[src/rtl/pipeline_pkg.sv]
// Shared definitions for the RV32I pipeline hazard/sequencing controller:
// result-select encodings, forwarding-select encodings and controller states.
package pipeline_pkg;

  // ResultSrc encodings of the instruction in E
  localparam logic [1:0] RES_ALU = 2'b00;
  localparam logic [1:0] RES_MEM = 2'b01;
  localparam logic [1:0] RES_PC4 = 2'b10;

  // Operand forwarding selects for the E stage
  localparam logic [1:0] FWD_RF  = 2'b00;
  localparam logic [1:0] FWD_W   = 2'b01;
  localparam logic [1:0] FWD_M   = 2'b10;

  // Controller states: normal run, waiting on data memory, hung-memory trap
  typedef enum logic [1:0] {
    RUN      = 2'd0,
    MEM_WAIT = 2'd1,
    ERROR    = 2'd2
  } pctrl_state_t;

endpackage

[src/rtl/pipeline_ctrl_fwd_sel.sv]
// Forwarding comparator for one E-stage source operand.
// M stage has priority over W stage; register x0 is never forwarded.
module fwd_sel
  import pipeline_pkg::*;
(
  input  logic [4:0] rs_e,
  input  logic [4:0] rd_m,
  input  logic [4:0] rd_w,
  input  logic       reg_write_m,
  input  logic       reg_write_w,
  output logic [1:0] fwd
);

  // Pick the youngest in-flight producer of rs_e, else the register file
  always_comb begin
    fwd = FWD_RF;
    if (reg_write_m && (rd_m != 5'd0) && (rd_m == rs_e)) begin
      fwd = FWD_M;
    end else if (reg_write_w && (rd_w != 5'd0) && (rd_w == rs_e)) begin
      fwd = FWD_W;
    end
  end

endmodule

[src/rtl/pipeline_ctrl.sv]
// Hazard and sequencing controller for the 5-stage RV32I pipeline.
// Generates stage stall/flush controls, E-stage forwarding selects, and
// freezes the pipeline while data memory is busy, with a watchdog that
// traps a hung memory in ERROR until reset.
// Optional performance counters are built when PIPE_PERF_CNT_EN is defined.
//
// Handshake: mem_busy is a level. While it is high the M-stage access has
// not completed and every stage holds; the cycle it is low the access
// completes and the pipeline advances (unless the watchdog has tripped).
module pipeline_ctrl
  import pipeline_pkg::*;
#(
  parameter int MEM_TIMEOUT = 255,
  parameter int CNT_W       = 32
) (
  input  logic             clk,
  input  logic             rst_n,
  input  logic [4:0]       Rs1D,
  input  logic [4:0]       Rs2D,
  input  logic [4:0]       Rs1E,
  input  logic [4:0]       Rs2E,
  input  logic [4:0]       RdE,
  input  logic [1:0]       ResultSrcE,
  input  logic             PCSrcE,
  input  logic [4:0]       RdM,
  input  logic [4:0]       RdW,
  input  logic             RegWriteM,
  input  logic             RegWriteW,
  input  logic             mem_busy,
  output logic             StallF,
  output logic             StallD,
  output logic             StallE,
  output logic             StallM,
  output logic             FlushD,
  output logic             FlushE,
  output logic             FlushW,
  output logic [1:0]       ForwardAE,
  output logic [1:0]       ForwardBE,
  output logic             mem_timeout,
  output logic [CNT_W-1:0] stall_cnt,
  output logic [CNT_W-1:0] flush_cnt
);

  localparam int              WC_W   = $clog2(MEM_TIMEOUT + 1);
  localparam logic [WC_W-1:0] WC_MAX = WC_W'(MEM_TIMEOUT);

  pctrl_state_t    state, state_n;
  logic [WC_W-1:0] wait_cnt, wait_cnt_n;
  logic [1:0]      fwd_a, fwd_b;
  logic            lw_hz, frz;

  fwd_sel u_fwd_a (
    .rs_e        (Rs1E),
    .rd_m        (RdM),
    .rd_w        (RdW),
    .reg_write_m (RegWriteM),
    .reg_write_w (RegWriteW),
    .fwd         (fwd_a)
  );

  fwd_sel u_fwd_b (
    .rs_e        (Rs2E),
    .rd_m        (RdM),
    .rd_w        (RdW),
    .reg_write_m (RegWriteM),
    .reg_write_w (RegWriteW),
    .fwd         (fwd_b)
  );

  // State and watchdog counter registers
  always_ff @(posedge clk) begin
    if (!rst_n) begin
      state    <= RUN;
      wait_cnt <= '0;
    end else begin
      state    <= state_n;
      wait_cnt <= wait_cnt_n;
    end
  end

  // Next state: count consecutive busy cycles, trap once the limit is exceeded
  always_comb begin
    state_n    = state;
    wait_cnt_n = wait_cnt;
    case (state)
      RUN: begin
        if (mem_busy) begin
          state_n    = MEM_WAIT;
          wait_cnt_n = WC_W'(1);
        end else begin
          wait_cnt_n = '0;
        end
      end
      MEM_WAIT: begin
        if (!mem_busy) begin
          state_n    = RUN;
          wait_cnt_n = '0;
        end else if (wait_cnt == WC_MAX) begin
          state_n = ERROR;
        end else begin
          wait_cnt_n = wait_cnt + WC_W'(1);
        end
      end
      ERROR: begin
        state_n = ERROR;
      end
      default: begin
        state_n    = RUN;
        wait_cnt_n = '0;
      end
    endcase
  end

  // Stage controls: freeze dominates; redirect beats load-use; reset forces bubbles
  always_comb begin
    lw_hz       = (ResultSrcE == RES_MEM) && (RdE != 5'd0) &&
                  ((RdE == Rs1D) || (RdE == Rs2D));
    frz         = mem_busy || (state == ERROR);
    StallF      = 1'b0;
    StallD      = 1'b0;
    StallE      = 1'b0;
    StallM      = 1'b0;
    FlushD      = 1'b0;
    FlushE      = 1'b0;
    FlushW      = 1'b0;
    ForwardAE   = fwd_a;
    ForwardBE   = fwd_b;
    mem_timeout = (state == ERROR);
    if (!rst_n) begin
      FlushD      = 1'b1;
      FlushE      = 1'b1;
      FlushW      = 1'b1;
      ForwardAE   = FWD_RF;
      ForwardBE   = FWD_RF;
      mem_timeout = 1'b0;
    end else if (frz) begin
      StallF = 1'b1;
      StallD = 1'b1;
      StallE = 1'b1;
      StallM = 1'b1;
      FlushW = 1'b1;
    end else begin
      StallF = lw_hz && !PCSrcE;
      StallD = lw_hz && !PCSrcE;
      FlushD = PCSrcE;
      FlushE = PCSrcE || lw_hz;
    end
  end

`ifdef PIPE_PERF_CNT_EN
  logic [CNT_W-1:0] stall_q, flush_q;

  // Count fetch-stall cycles and redirects; both wrap
  always_ff @(posedge clk) begin
    if (!rst_n) begin
      stall_q <= '0;
      flush_q <= '0;
    end else begin
      if (StallF) stall_q <= stall_q + CNT_W'(1);
      if (FlushD) flush_q <= flush_q + CNT_W'(1);
    end
  end

  assign stall_cnt = stall_q;
  assign flush_cnt = flush_q;
`else
  assign stall_cnt = '0;
  assign flush_cnt = '0;
`endif

endmodule

[config.mk]
export PLATFORM = sky130hd
export DESIGN_NAME = pipeline_ctrl
export DESIGN_NICKNAME = d
export VERILOG_FILES = /design/src/rtl/pipeline_pkg.sv /design/src/rtl/pipeline_ctrl_fwd_sel.sv /design/src/rtl/pipeline_ctrl.sv
export SDC_FILE = /design/constraint.sdc
export NUM_CORES = 1
export LEC_CHECK = 0
export CAP_MARGIN = 5
export CELL_PAD_IN_SITES_DETAIL_PLACEMENT = 0
export CELL_PAD_IN_SITES_GLOBAL_PLACEMENT = 1
export CORE_MARGIN = 10
export CORE_UTILIZATION = 24
export DETAILED_ROUTE_END_ITERATION = 10
export GPL_ROUTABILITY_DRIVEN = 0
export PLACE_DENSITY = 0.87
export SLEW_MARGIN = 10
export SYNTH_ARGS = -nofsm -noshare
export SYNTH_HDL_FRONTEND = slang
export SYNTH_SLANG_ARGS = --single-unit
[constraint.sdc]
create_clock -name clk -period 4.7 [get_ports clk]
set_clock_uncertainty 0.2 [all_clocks]
set_input_delay 0.94 -clock clk [delete_from_list [all_inputs] [get_ports clk]]
set_output_delay 0.94 -clock clk [all_outputs]
set_load 0.005 [all_outputs]
==> impl_metrics.py, run 1 <==
metrics = {
    "outcome": {
        "status": "finished clean",
    },
    "critical_path": {
        "worstPathArrival_ps": 3070,
        "cp_cell_sequence": "clkdlybuf4s50_1, or4_1, o21ai_2, nor4_1, nor4_2, clkdlybuf4s50_1",
        "cpPeakStageDelay_ps": 570,
        "crit_type": "in -> out",
        "worst_path_most_repeated_cell": "clkdlybuf4s50_1",
        "slowest_stage": "or4_1",
        "startpoint_type": "input pin",
        "crit_fanout": 3,
        "cp-end-kind": "primary output",
        "required_ps": 3560,
    },
    "power_and_ir_drop": {
        "power.share.clock": 0.311,
        "irDropWorstVdd_mv": 0.1496,
        "p_comb_frac": 0.374,
        "seqPwrFrac": 0.315,
        "internal-power_w": 0.0001971,
        "power_density_mw_per_mm2": 145.6,
        "swShare": 0.2915,
        "p_leak_nw": 0.7726,
        "p_switching_w": 0.00008111,
    },
    "timing": {
        "max_clock_freq_ghz": 0.2374,
        "hold_viol_final": 0,
        "finalSetupViolations": 0,
        "final-max-slew-violation-count": 0,
        "finalCritPeriodShare": 0.8963,
        "worst_pin_slew_ps": 501.2,
        "slew_headroom": 0.6622,
        "fin_ws_ps": 487.2,
        "tns_ps": 0,
        "rsz0062_at_grt": "no",
        "fin_crit_ps": 4213,
    },
    "min_path": {
        "hp-class": "reg -> reg",
    },
    "logic_synthesis": {
        "synthCells": 187,
        "synth_edf_count": 0,
        "synthAdderAreaFrac": 0.008389,
        "synthMuxAreaShare": 0.006711,
        "synth_cell_type_count": 37,
        "synth-seq-cells": 10,
        "synth_xor_area_frac": 0.1762,
        "synth-seq-area-share": 0.1342,
        "synthArstFlopShare": 0,
        "yosys.area_share.simple": 0.2265,
        "ys.warnings.count": 0,
        "synth-compound-area-share": 0.1023,
        "synthFlopType": "dfxtp_1",
        "synth_top_family_by_area": "buffers and inverters",
        "synth_area_sq_mm": 0.001491,
        "syn_avg_cell_area_sq_um": 7.976,
    },
    "placement": {
        "dp.final_hpwl_microns": 3836,
        "port_buffers": 54,
        "preCtsSetupSlack_ps": 492.8,
    },
    "floorplanning": {
        "io_pins": 119,
        "core_area_sq_mm": 0.005991,
        "row_count": 28,
        "die_w_microns": 98.83,
        "die_h_microns": 98.83,
        "initial_core_util": 0.2490,
        "die_area_sq_mm": 0.009767,
    },
    "clock_tree": {
        "clk_latency_ps": 230,
        "cts_tree": "yes",
        "cts.sinks": 10,
        "postCtsSetupBuffers": 0,
        "cts-buffers-inserted": 3,
        "cts_resized": 0,
        "cts-root-buf": "clkbuf_8",
        "path_clk_slew_ps": 50,
        "h-tree-depth": 1,
        "hold_buffers": 0,
        "clock_path_buffers": 2,
    },
    "layout": {
        "finalCoreUtilization": 0.3189,
        "antennaDiodeCount": 0,
        "multiInputGateArea_sq_mm": 0.001016,
        "final_cell_mix": "conb_1 (64), clkdlybuf4s50_1 (54), xor2_1 (24)",
        "syn2layout_area_growth_pct": 28.10,
        "nets": 287,
        "register_area_sq_um": 200.2,
        "fillers": 628,
        "final_common_cell": "conb_1",
        "drive_gt1_frac": 0.05809,
    },
    "route": {
        "vias_per_cell": 3.902,
        "wl_met2_microns": 2308,
        "met1_length_microns": 1494,
        "met3_length_microns": 337,
        "drc": 0,
        "totalWireLength_microns": 4185,
        "drt_iter0_drc": 19,
        "dr.pass1.iters": 4,
        "top_layer_used": "met4",
        "wl_per_cell_microns": 13.24,
        "ant_nets": 0,
        "vias": 1233,
    },
    "global_route": {
        "antenna_found_initial": 0,
        "grt_pass1_vias": 1407,
        "grt_usage": 0.07809,
        "grt-ovfl-total": 0,
        "grt_pass1_wl_microns": 6444,
        "grt_max_degree": 11,
    },
    "job": {
        "cap_violations": 0,
    },
}
[per-stage QoR]
stage,hold slack [ps],power [W],instance area (sq um),cells
after floorplan,263.8,0.0001711,1728,250
after global placement,279.6,0.0001904,1869,313
after detailed placement,289.4,0.0001908,1869,313
after CTS,297.1,0.0002791,1911,316
after global routing,312.8,0.0002953,1911,316
final,296.8,0.0002782,1911,316
[worst max-delay path, delay by kind of cell]
kind / cells / cell delay, ps
buffers and inverters: 2 / 1040
and+or+nand+nor: 3 / 940
AOI/OAI and AO/OA: 1 / 160
[registers in the layout, summed over array words and instances, names as in the netlist]
register  cells
wait_cnt      8
state         2
[cell usage after synthesis, drive strengths merged, types with 2 or more instances]
cell	count	area, sq um
a21boi	4	30.02
a21oi	4	20.02
and2	3	21.27
buf	67	500.5
dfxtp	10	200.2
inv	3	11.26
nand2	10	37.54
nand2b	3	18.77
nand3	5	25.02
nand3b	2	15.01
nand4	2	33.78
nor2	6	22.52
nor3	6	30.03
nor4	5	50.05
o211ai	2	15.01
o21ai	3	18.77
o31ai	4	30.03
or4	7	52.55
xnor2	6	52.55
xor2	24	210.2
[cell families (layout without fill, tap and decap cells)]
logic type	count (synthesis)	count (layout)
compound gates	21	21
buf+inv	70	61
fa+ha+maj	1	1
other cells	1	64
flops	10	10
xor+xnor	30	30
simple gates	53	53
mux	1	1
[layer usage]
| metal | track usage | up-vias |
|---|---|---|
| met5 | 0 | - |
| met4 | 0.01764 | 0 |
| met3 | 0.03561 | 6 |
| met2 | 0.1543 | 57 |
| met1 | 0.06964 | 553 |
| li1 | - | 617 |
[worst paths after layout]
check | from | end | slack [ps] | cells after the start
setup / recovery | RdM[0] | ForwardAE[0] | 490 | 6
hold / removal | wait_cnt[7] | wait_cnt[7] | 300 | 2
setup reg to reg | wait_cnt[0] | wait_cnt[0] | 2980 | 5
hold reg to reg | wait_cnt[7] | wait_cnt[7] | 300 | 2
[power by group through the flow]
stage	logic (W)	registers, W	clock network (W)
6_report	0.000104	0.0000876	0.0000865
5_1_grt	0.000114	0.0000877	0.0000931
4_1_cts	0.000102	0.0000875	0.0000894
3_5_place_dp	0.000102	0.0000890	0
3_3_place_gp	0.000101	0.0000890	0
2_1_floorplan	0.0000823	0.0000888	0
[layout make-up]
cell class,instances,area share
Clock buffer,3,0.02161
Inverter,3,0.005894
Multi-Input combinational cell,170,0.5318
Sequential cell,10,0.1048
Tap cell,75,0.04912
Timing Repair Buffer,55,0.2868
(Power assumes the default switching activity.)
==> run 2, diff against run 1 <==
SLEW_MARGIN = 20   (was 10)
==> results of run 2 <==
The final DEF is identical to that of run 1; final timing and power are the same.
